### src/rtl/williams_blt_mem_port.sv
// Blitter-side RAM port: negotiates 6809 HALT, then runs blitter reads, writes and nibble RMW.
// Strobes are registered; blt_ack holds until an E-phase enable so the blitter never misses it.
module williams_blt_mem_port #(
    parameter int RD_LATENCY = 1,
    parameter int HALT_SYNC  = 1
) (
    input  logic        clk,
    input  logic        rst_n,
    input  logic        en_e_n,
    input  logic        halt,
    output logic        halt_ack,
    output logic        cpu_halt_n,
    input  logic        cpu_ba,
    input  logic        cpu_bs,
    input  logic        blt_rd,
    input  logic        blt_wr,
    input  logic [15:0] blt_address,
    input  logic [7:0]  blt_wdata,
    input  logic [1:0]  blt_nibble_en,
    output logic        blt_ack,
    output logic [7:0]  blt_rdata,
    output logic [15:0] mem_addr,
    output logic        mem_rd,
    output logic        mem_wr,
    output logic [7:0]  mem_wdata,
    input  logic [7:0]  mem_rdata
);

    typedef enum logic [2:0] {
        IDLE,
        HALT_REQ,
        OWNED,
        RD,
        RD_WAIT,
        WR,
        ACK
    } state_t;

    localparam logic [1:0] GRANT_TARGET = (HALT_SYNC != 0) ? 2'd2 : 2'd1;
    localparam logic [2:0] LAT          = 3'(RD_LATENCY);

    state_t      state_q, state_d;
    logic [1:0]  grant_q, grant_d;
    logic [2:0]  lat_q, lat_d;
    logic        settle_q, settle_d;
    logic        rmw_q, rmw_d;
    logic [7:0]  wdata_q, wdata_d;
    logic [1:0]  nib_q, nib_d;
    logic [15:0] mem_addr_q, mem_addr_d;
    logic [7:0]  mem_wdata_q, mem_wdata_d;
    logic [7:0]  blt_rdata_q, blt_rdata_d;
    logic        cpu_halt_n_q, cpu_halt_n_d;
    logic        halt_ack_q, halt_ack_d;
    logic        blt_ack_q, blt_ack_d;
    logic        mem_rd_q, mem_rd_d;
    logic        mem_wr_q, mem_wr_d;

    always_comb begin
        state_d     = state_q;
        grant_d     = grant_q;
        lat_d       = lat_q;
        settle_d    = settle_q;
        rmw_d       = rmw_q;
        wdata_d     = wdata_q;
        nib_d       = nib_q;
        mem_addr_d  = mem_addr_q;
        mem_wdata_d = mem_wdata_q;
        blt_rdata_d = blt_rdata_q;

        case (state_q)
            IDLE: begin
                if (halt) begin
                    state_d = HALT_REQ;
                end
            end
            HALT_REQ: begin
                if (!halt) begin
                    state_d = IDLE;
                    grant_d = 2'd0;
                end else if (en_e_n) begin
                    // Any E cycle without a full grant restarts the qualification.
                    if (cpu_ba && cpu_bs) begin
                        if (grant_q + 2'd1 == GRANT_TARGET) begin
                            state_d = OWNED;
                            grant_d = 2'd0;
                        end else begin
                            grant_d = grant_q + 2'd1;
                        end
                    end else begin
                        grant_d = 2'd0;
                    end
                end
            end
            OWNED: begin
                settle_d = 1'b0;
                if (!halt) begin
                    state_d = IDLE;
                end else if (!settle_q) begin
                    if (blt_rd) begin
                        mem_addr_d = blt_address;
                        rmw_d      = 1'b0;
                        state_d    = RD;
                    end else if (blt_wr) begin
                        mem_addr_d = blt_address;
                        wdata_d    = blt_wdata;
                        nib_d      = blt_nibble_en;
                        rmw_d      = 1'b1;
                        case (blt_nibble_en)
                            2'b11: begin
                                mem_wdata_d = blt_wdata;
                                state_d     = WR;
                            end
                            2'b00:   state_d = ACK;
                            default: state_d = RD;
                        endcase
                    end
                end
            end
            RD: begin
                lat_d   = 3'd1;
                state_d = RD_WAIT;
            end
            RD_WAIT: begin
                if (lat_q == LAT) begin
                    if (rmw_q) begin
                        mem_wdata_d = {nib_q[1] ? wdata_q[7:4] : mem_rdata[7:4],
                                       nib_q[0] ? wdata_q[3:0] : mem_rdata[3:0]};
                        state_d     = WR;
                    end else begin
                        blt_rdata_d = mem_rdata;
                        state_d     = ACK;
                    end
                end else begin
                    lat_d = lat_q + 3'd1;
                end
            end
            WR: begin
                state_d = ACK;
            end
            ACK: begin
                // The blitter moves on at this E edge; skip one clk before looking at it again.
                if (en_e_n) begin
                    state_d  = OWNED;
                    settle_d = 1'b1;
                end
            end
            default: state_d = IDLE;
        endcase

        cpu_halt_n_d = (state_d == IDLE);
        halt_ack_d   = state_d inside {OWNED, RD, RD_WAIT, WR, ACK};
        blt_ack_d    = (state_d == ACK);
        mem_rd_d     = (state_d == RD);
        mem_wr_d     = (state_d == WR);
    end

    always_ff @(posedge clk) begin
        if (!rst_n) begin
            state_q      <= IDLE;
            grant_q      <= 2'd0;
            lat_q        <= 3'd0;
            settle_q     <= 1'b0;
            rmw_q        <= 1'b0;
            wdata_q      <= 8'd0;
            nib_q        <= 2'd0;
            mem_addr_q   <= 16'd0;
            mem_wdata_q  <= 8'd0;
            blt_rdata_q  <= 8'd0;
            cpu_halt_n_q <= 1'b1;
            halt_ack_q   <= 1'b0;
            blt_ack_q    <= 1'b0;
            mem_rd_q     <= 1'b0;
            mem_wr_q     <= 1'b0;
        end else begin
            state_q      <= state_d;
            grant_q      <= grant_d;
            lat_q        <= lat_d;
            settle_q     <= settle_d;
            rmw_q        <= rmw_d;
            wdata_q      <= wdata_d;
            nib_q        <= nib_d;
            mem_addr_q   <= mem_addr_d;
            mem_wdata_q  <= mem_wdata_d;
            blt_rdata_q  <= blt_rdata_d;
            cpu_halt_n_q <= cpu_halt_n_d;
            halt_ack_q   <= halt_ack_d;
            blt_ack_q    <= blt_ack_d;
            mem_rd_q     <= mem_rd_d;
            mem_wr_q     <= mem_wr_d;
        end
    end

    assign cpu_halt_n = cpu_halt_n_q;
    assign halt_ack   = halt_ack_q;
    assign blt_ack    = blt_ack_q;
    assign blt_rdata  = blt_rdata_q;
    assign mem_addr   = mem_addr_q;
    assign mem_rd     = mem_rd_q;
    assign mem_wr     = mem_wr_q;
    assign mem_wdata  = mem_wdata_q;

endmodule

### config.mk
export PLATFORM = sky130hd
export DESIGN_NAME = williams_blt_mem_port
export DESIGN_NICKNAME = d
export VERILOG_FILES = /design/src/rtl/williams_blt_mem_port.sv
export SDC_FILE = /design/constraint.sdc
export NUM_CORES = 1
export LEC_CHECK = 0
export CORE_ASPECT_RATIO = 0.8
export CORE_MARGIN = 2
export CORE_UTILIZATION = 40
export CTS_CLUSTER_SIZE = 20
export DETAILED_ROUTE_END_ITERATION = 16
export PLACE_DENSITY = 0.73
export SYNTH_ARGS = -nofsm -noshare
export SYNTH_HDL_FRONTEND = slang
export SYNTH_SLANG_ARGS = --single-unit
export TNS_END_PERCENT = 20
### constraint.sdc
create_clock -name clk -period 1.88 [get_ports clk]
set_clock_uncertainty 0.05 [all_clocks]
set_input_delay 0.376 -clock clk [delete_from_list [all_inputs] [get_ports clk]]
set_output_delay 0.376 -clock clk [all_outputs]
set_load 0.01 [all_outputs]
# Yosys cells after proc, flatten, opt, wreduce, memory -nomap -nowiden
# Index checks and enable logic that the tools add are counted.
# classes
addsub,2
eq_ne,24
mux,36
bitwise_logic,3
reduce_logical,16
# op_table
op,n
8-bit two-way mux,7
3-bit two-way mux,12
16-bit two-way mux,2
3-bit case mux with 7 select lines,1
"2-bit inequality test, second input constant",10
"3-bit == test, second input constant",6
8-bit case mux with 2 select lines,1
"3-bit by 2-bit == test with 1-bit output, second input constant",4
3-bit case mux with 2 select lines,2
2-bit two-way mux,5
4-bit two-way mux,2
8-bit AND reduction,1
2-bit nonzero test,4
"3-bit by 1-bit == test with 1-bit output, second input constant",2
3-bit zero test,2
2-bit AND reduction,3
5-bit AND reduction,1
5-bit nonzero test,1
"2-bit == test, second input constant",2
4-bit AND reduction,1
"3-bit by 1-bit adder with 3-bit output, second input constant",1
1-bit two-way mux,3
1-bit inverter,3
3-bit AND reduction,1
4 further kinds,4
# totals
regBits,57
input_bits,42
out_inout_bits,37
wordCells,96

# Logic depth before layout (Yosys ltp)
# Gate-level depths: netlist of run 1.
# logic_depth
depth_word,9
mapped_depth,8
depth_no_buf,7

# Worst setup path after synthesis of run 1
# No wires, ideal clock.
# synth_path
path_kind,register to register
start,reg lat_q[1]
end,"reg blt_ack_q, in the netlist blt_ack"
setup_time_ns,0.127
t_arrival_ns,1.665
required_ns,1.703
slack_ns,0.038
stages_incl_launch_ff,9
path_buffers,1
period_less_slack_ns,1.842
path_cell_list,dfxtp_1 -> inv_1 -> ha_1 -> nor2b_1 -> nand3b_1 -> clkbuf_1 -> nand4_2 -> and2_4 -> nor3b_2
# synth_between
elab_chain_len,4
# synth_lines
item,line,source
"start, declared",44,"logic [2:0] lat_q, lat_d;"
"start signal, assigned",177,lat_q <= lat_d;
3-bit by 1-bit == test with 1-bit output,124,if (lat_q == LAT) begin
3-bit two-way mux,124,
3-bit case mux with 7 select lines,70,case (state_q)
3-bit == test,152,blt_ack_d = (state_d == ACK);
"end signal, assigned",187,blt_ack_q <= blt_ack_d;
"end, declared",54,"logic blt_ack_q, blt_ack_d;"
# Every way passes these cells.
# A chain may end at the register's enable or synchronous reset.

# Worst setup path in the final report of run 1
# layout_path
start,in halt
end,"reg halt_ack_q, in the netlist halt_ack"
# layout_between
elab_chain_len,4
elab_cells_between_ends,10
cone_classes,eq/ne: 5; mux: 4; reduce/logical: 1
# layout_lines
item,line,source
"start, declared",10,"input logic halt,"
"3-bit two-way mux, on equally long branches","96, 72, 77",
3-bit case mux with 7 select lines *,70,
3-bit by 2-bit == test with 1-bit output or 3-bit == test (tied branches),151,"halt_ack_d = state_d inside {OWNED, RD, RD_WAIT, WR, ACK};"
5-bit nonzero test *,151,
"end signal, assigned",186,halt_ack_q <= halt_ack_d;
"end, declared",53,"logic halt_ack_q, halt_ack_d;"
# Every way passes the cells marked *; elsewhere a longest branch is shown, timed or not.

==> metrics.md, run 1 <==
| Metric | Value |
|---|---|
| Register area share after synthesis | `0.4583` |
| Initial drt markers | `84` |
| Achievable Freq | `539.3 MHz` |
| Int Power | `1.965 mW` |
| Leak | `1.486 nW` |
| Setup ws final | `25.85 ps` |
| RSZ-0062 raised after global routing | `true` |
| YS warnings | `0` |
| Root Driver | `clkbuf_8` |
| Via-to-Cell Ratio | `4.935` |
| Starting Density | `0.4168` |
| Synth unique cells | `45` |
| Worst path slowest cell | `clkdlybuf4s50_1` |
| CTS tree | `yes` |
| DPL Wire Length | `4365 um` |
| First-pass DRT Iterations | `4` |
| VDD IR-drop max | `0.4326 mV` |
| Worst-path cell chain | `clkdlybuf4s50_1, or3b_1, or4_1, nand4_2, nand2_1, a32o_1` |
| GRT Overall Usage | `0.1880` |
| Worst hold margin | `399.4 ps` |
| Max_cap viols | `0` |
| Routability cong. | `0.9218` |
| Clk_lat worst skew | `340 ps` |
| Worst slew margin | `0.7375` |
| WP data arrival | `2040 ps` |
| Status | `finished clean` |
| Longest Clk Path Bufs | `2` |
| Final wirelength | `6229 um` |
| Commonest non-fill, non-tap cell in the layout | `clkdlybuf4s50_1` |
| Worst Hold Class | `reg -> reg` |
| Critical path class | `in -> reg` |
| Highest-count cells in the layout ignoring fill and taps | `clkdlybuf4s50_1, dfxtp_1, nor2_1` |
| Post-Syn Area per Cell | `8.861 um^2` |
| Mapped cell area | `2490 um^2` |
| Post-synth EDFFs | `0` |
| Min Tclk post-route | `1854 ps` |
| P&R area growth vs syn | `51.46%` |
| Required @ worst endpoint | `2070 ps` |
| GRT Residual Overflow | `0` |
| ANT cells | `0` |
| Post-route DRC | `0` |
| Syn_nets | `328` |
| Critical Path Sink Type | `flip-flop` |
| Synthesized instance count | `281` |
| Vias in the first global route | `2121` |
| Fraction of layout instances using a drive strength above 1 | `0.1447` |
| Synthesized flop and latch total | `57` |
| Hold Fails Final Rpt | `0` |
| Largest net degree at the start of global routing | `49` |
| Layout Cells excl Fill | `461` |
| Ys flop type | `dfxtp_1` |
| Hold-fix buffers, CTS | `0` |
| Final Max Tran Viols | `0` |
| # clock sinks | `57` |
| CTS Buf Count | `9` |
| Nets | `422` |
| Die Area | `6876 um^2` |
| First-pass GRT wire length | `10050 um` |
| H-tree depth | `3` |
| Power share of the combinational group | `0.076` |
| Part of the power in registers | `0.477` |
| Vias | `2275` |
| Crit-path max cell delay | `470 ps` |
| Initial antenna violation count | `0` |
| Crit-path max FO | `4` |
| WL/cell | `13.51 um` |
| FP Rows | `25` |
| Clock-pin transition on the worst setup and hold timing paths | `70 ps` |
| Psw | `581.8 uW` |
| P per Cell Area | `675.3 nW/um^2` |
| Post-placement cell count | `445` |
| DIE HEIGHT | `74.57 um` |
| Critical path startpoint category | `primary input` |
| Switching Share | `0.2284` |
| Clock share of power | `0.447` |
| Post-synth ARST share | `0` |
| Pre-CTS setup slack | `-403.4 ps` |
| Final ANT Viol Nets | `0` |
| Least-Margin Pin Slew | `388.8 ps` |
| Final worst path period share | `0.9862` |
| # setup viols final | `0` |
| Core ar. | `5974 um^2` |
| Port bufs | `78` |
| IO Pins | `79` |
| Die width | `92.21 um` |
[metal layers]
metal	GRT usage	share of wire	vias to the layer above
met1	0.2369	0.49	1041
met2	0.3007	0.43	74
met4	0.04643	0.0088	0
li1	-	-	1152
met3	0.08308	0.070	8
met5	0	0	-
[worst paths after layout]
path	start	end	slack, ps	cells after the start
max	halt	halt_ack	30	6
min	grant_q[1]	grant_q[1]	400	2
max reg2reg	state_q[1]	halt_ack	90	5
min reg2reg	grant_q[1]	grant_q[1]	400	2
[power groups by stage]
stage	clock network (mW)	registers, mW	logic [mW]
final	1.14	1.21	0.194
after global routing	1.22	1.21	0.210
after CTS	1.17	1.21	0.188
after detailed placement	0	1.24	0.185
after global placement	0	1.24	0.183
after floorplan	0	1.24	0.0549
[synth_stat cells (2+ instances only)]
cell,instances,area share
a21oi_1,28,0.056
a31oi_1,2,0.0050
a41oi_1,2,0.0070
buf_2,5,0.010
clkbuf_1,10,0.015
dfxtp_1,57,0.46
ha_1,5,0.025
inv_1,7,0.011
mux2_2,2,0.0090
mux2i_1,32,0.13
nand2_1,39,0.059
nand3_1,4,0.0080
nand4_1,2,0.0050
nor2_1,43,0.065
nor2b_1,7,0.018
nor3_1,3,0.0060
nor3b_1,3,0.0090
o21ai_0,2,0.0040
xor2_1,2,0.0070
[registers in the layout (all words and copies together), names as in the netlist]
name	count
blt_rdata	8
state_q	3
rmw_q	1
grant_q	2
settle_q	1
lat_q	3
halt_ack	1
mem_wdata	8
wdata_q	8
mem_wr	1
blt_ack	1
nib_q	2
cpu_halt_n	1
mem_addr	16
mem_rd	1
[cell type report]
cell class                 instances  area, um^2
fill                             504        2203
multi-input combinational        200        1306
sequential                        57        1141
timing repair buffer             100        1001
clock buffer                      10       137.6
tap                               81       101.3
clock inverter                     6       57.56
inverter                           7       26.28
[kinds of logic after synthesis]
| family | count (synthesis) | synth area share |
|---|---|---|
| mux | 34 | 0.1377 |
| compound gates | 45 | 0.1131 |
| flops | 57 | 0.4583 |
| simple gates | 114 | 0.2186 |
| buf+inv | 24 | 0.04020 |
| xor+xnor | 2 | 0.007036 |
| fa+ha+maj | 5 | 0.02513 |
[per-stage QoR]
stage               setup TNS, ps  power [mW]    util  instance area (um^2)
floorplan                       0       1.294       -                  2490
global placement            -7578       1.424  0.5889                  3518
detailed placement          -8580       1.425  0.5889                  3518
CTS                        -13.71       2.572  0.6237                  3726
global route               -43.08       2.646  0.6312                  3771
finish                          0       2.547  0.6312                  3771
[worst max-delay path: cells and delay by family]
family	cells	cell delay, ps
AND/OR/NAND/NOR	4	990
AO/OA/AOI/OAI	1	210
buffers and inverters	1	470
[timing repair]
action,4_1_cts,5_1_grt
pin swaps,0,3
setup endpoints to repair,4,14
gates cloned,0,0
buffers inserted,0,0
gates resized for setup,2,9
No activity file was read; power rests on OpenSTA's default activity.
==> run 2: changes to the inputs <==
--- a/config.mk
+++ b/config.mk
@@ -5,12 +5,14 @@
 export SDC_FILE = /design/constraint.sdc
 export NUM_CORES = 1
 export LEC_CHECK = 0
+export CELL_PAD_IN_SITES_DETAIL_PLACEMENT = 0
+export CELL_PAD_IN_SITES_GLOBAL_PLACEMENT = 1
 export CORE_ASPECT_RATIO = 0.8
 export CORE_MARGIN = 2
-export CORE_UTILIZATION = 40
+export CORE_UTILIZATION = 30
 export CTS_CLUSTER_SIZE = 20
 export DETAILED_ROUTE_END_ITERATION = 16
-export PLACE_DENSITY = 0.73
+export PLACE_DENSITY_LB_ADDON = 0.1
 export SYNTH_ARGS = -nofsm -noshare
 export SYNTH_HDL_FRONTEND = slang
 export SYNTH_SLANG_ARGS = --single-unit
==> metrics.md, run 2 (synthesized netlist as in run 1, its figures left out) <==
| Metric | Value |
|---|---|
| Commonest non-fill, non-tap cell in the layout | `clkdlybuf4s50_1` |
| Final worst path period share | `0.9897 (+0.003428)` |
| Worst reg2reg path startpoint | `state_q[1]` |
| Clock-pin transition on the worst setup and hold timing paths | `70 ps (about the same)` |
| Fraction of layout instances using a drive strength above 1 | `0.1514 (+0.006699)` |
| P per Cell Area | `691.3 nW/um^2 (+2.4%)` |
| Postcts setup bufs | `0 (unchanged)` |
| Root Driver | `clkbuf_8` |
| WL/cell | `13.18 um (-2.5%)` |
| Final Max Tran Viols | `0 (unchanged)` |
| ANT cells | `0 (unchanged)` |
| Switching Share | `0.2106 (-0.01780)` |
| Worst Setup SP | `blt_nibble_en[1]` |
| Hold-fix buffers, CTS | `0 (unchanged)` |
| Routability cong. | `0.8786 (-4.7%)` |
| Largest net degree at the start of global routing | `49 (unchanged)` |
| Crit-path max FO | `4 (unchanged)` |
| # clock sinks | `57 (unchanged)` |
| CTS tree | `yes` |
| First-pass GRT wire length | `10500 um (+4.5%)` |
| Layout Cells excl Fill | `491 (+6.5%)` |
| FP Rows | `29 (+16%)` |
| VDD IR-drop max | `0.3262 mV (-25%)` |
| Vias in the first global route | `2196 (+3.5%)` |
| Final wirelength | `6470 um (+3.9%)` |
| WP data arrival | `2030 ps (about the same)` |
| Power share of the combinational group | `0.074 (-0.002)` |
| Psw | `563.0 uW (-3.2%)` |
| CTS Buf Count | `9 (unchanged)` |
| Critical path startpoint category | `primary input` |
| Nets | `425 (+0.71%)` |
| Vias | `2253 (-0.97%)` |
| Leak | `1.513 nW (+1.9%)` |
| H-tree depth | `3 (unchanged)` |
| Achievable Freq | `537.5 MHz (-0.35%)` |
| Initial drt markers | `69 (-18%)` |
| IO Pins | `79 (unchanged)` |
| Highest-count cells in the layout ignoring fill and taps | `clkdlybuf4s50_1, dfxtp_1, nor2_1` |
| Die width | `105.9 um (+15%)` |
| Clock share of power | `0.472 (+0.025)` |
| P&R area growth vs syn | `55.28%` |
| DIE HEIGHT | `85.49 um (+15%)` |
| Critical Path Sink Type | `flip-flop` |
| Worst Hold Class | `reg -> reg` |
| Worst slew margin | `0.7254 (-0.01215)` |
| RSZ-0062 raised after global routing | `true` |
| Via-to-Cell Ratio | `4.589 (-7.0%)` |
| Die Area | `9049 um^2 (+32%)` |
| Hold Fails Final Rpt | `0 (unchanged)` |
| Core ar. | `7983 um^2 (+34%)` |
| Worst hold start | `mem_addr[11]` |
| Max_cap viols | `0 (unchanged)` |
| Final ANT Viol Nets | `0 (unchanged)` |
| # setup viols final | `0 (unchanged)` |
| Status | `finished clean` |
| First-pass DRT Iterations | `4 (unchanged)` |
| Starting Density | `0.3119 (-0.1048)` |
| Fillcell total | `794 (+58%)` |
| Min Tclk post-route | `1861 ps (+6.446 ps)` |
| Max reg flops | `16 (unchanged)` |
| Int Power | `2.110 mW (+7.4%)` |
| Required @ worst endpoint | `2050 ps (-20 ps)` |
| Clk_lat worst skew | `330 ps (about the same)` |
| GRT Overall Usage | `0.1489 (-0.03910)` |
| Critical path class | `in -> reg` |
| Least-Margin Pin Slew | `407.5 ps (+18.71 ps)` |
| DPL Wire Length | `4560 um (+4.5%)` |
| Port bufs | `78 (unchanged)` |
| Initial antenna violation count | `0 (unchanged)` |
| GRT Residual Overflow | `0 (unchanged)` |
| Post-placement cell count | `475 (+6.7%)` |
| Longest Clk Path Bufs | `2 (unchanged)` |
| Power Total | `2.673 mW (+4.9%)` |
| Final TNS setup | `0 ps (unchanged)` |
| Part of the power in registers | `0.454 (-0.023)` |
| Post-route DRC | `0 (unchanged)` |
[run 2: stage by stage]
| step | util | cell area (um^2) | worst slack (ps) | hold WS, ps |
|---|---|---|---|---|
| 3_5_place_dp | 0.4478 | 3575 | -405.9 | 396.1 |
| 6_report | 0.4843 | 3866 | 19.41 | 404.3 |
| 2_1_floorplan | - | 2490 | 37.76 | 372.4 |
| 3_3_place_gp | 0.4478 | 3575 | -370.8 | 390.6 |
| 4_1_cts | 0.4770 | 3807 | -11.39 | 406.3 |
| 5_1_grt | 0.4843 | 3866 | -12.08 | 423.7 |
[run 2: critical path, cell delays in order]
cell and delay [ps]:
clkdlybuf4s50_1 510, ha_1 160, nor2b_1 60, o41ai_2 410, nand4_4 160, and2_4 210
nor3b_2 140
[run 2: power groups by stage]
stage	logic [mW]	clock network [mW]	registers [mW]
6_report	0.198	1.26	1.21
5_1_grt	0.216	1.37	1.21
4_1_cts	0.194	1.32	1.21
3_5_place_dp	0.191	0	1.24
3_3_place_gp	0.191	0	1.24
2_1_floorplan	0.0549	0	1.24
[run 2: layout make-up]
type / instances / area, um^2 / share of cell area
clock buffers: 11 / 141.4 / 0.03657
flip-flops and latches: 57 / 1141 / 0.2951
well taps: 108 / 135.1 / 0.03495
clock inverters: 5 / 78.83 / 0.02039
inverters: 7 / 26.28 / 0.006796
repair buffers: 103 / 1021 / 0.2641
multi-input cells: 200 / 1323 / 0.3421
[run 2: per-layer routing]
| layer | vias up | GRT usage | wire (um) |
|---|---|---|---|
| met4 | 0 | 0.06818 | 93 |
| li1 | 1156 | - | - |
| met5 | - | 0 | 0 |
| met2 | 62 | 0.2282 | 2818 |
| met3 | 9 | 0.04531 | 427 |
| met1 | 1026 | 0.1935 | 3129 |
[run 2: timing repair]
item / in CTS / in global routing
pin swaps: 0 / 3
gates resized for setup: 2 / 11
endpoints found under the setup margin: 4 / 14
cloned: 0 / 0
[run 2: final timing paths]
check	endpoint	slack (ps)	depth (start not counted)
setup / recovery	blt_ack	20	7
hold / removal	mem_addr[11]	400	2
setup reg to reg	halt_ack	100	5
hold reg to reg	mem_addr[11]	400	2
==> run 3: changes to the inputs <==
--- a/config.mk
+++ b/config.mk
@@ -10,7 +10,7 @@
 export CORE_ASPECT_RATIO = 0.8
 export CORE_MARGIN = 2
 export CORE_UTILIZATION = 30
-export CTS_CLUSTER_SIZE = 20
+export CTS_CLUSTER_SIZE = 28
 export DETAILED_ROUTE_END_ITERATION = 16
 export PLACE_DENSITY_LB_ADDON = 0.1
 export SYNTH_ARGS = -nofsm -noshare
==> results of run 3 <==
Final layout, timing and power as in run 2 (identical DEF).
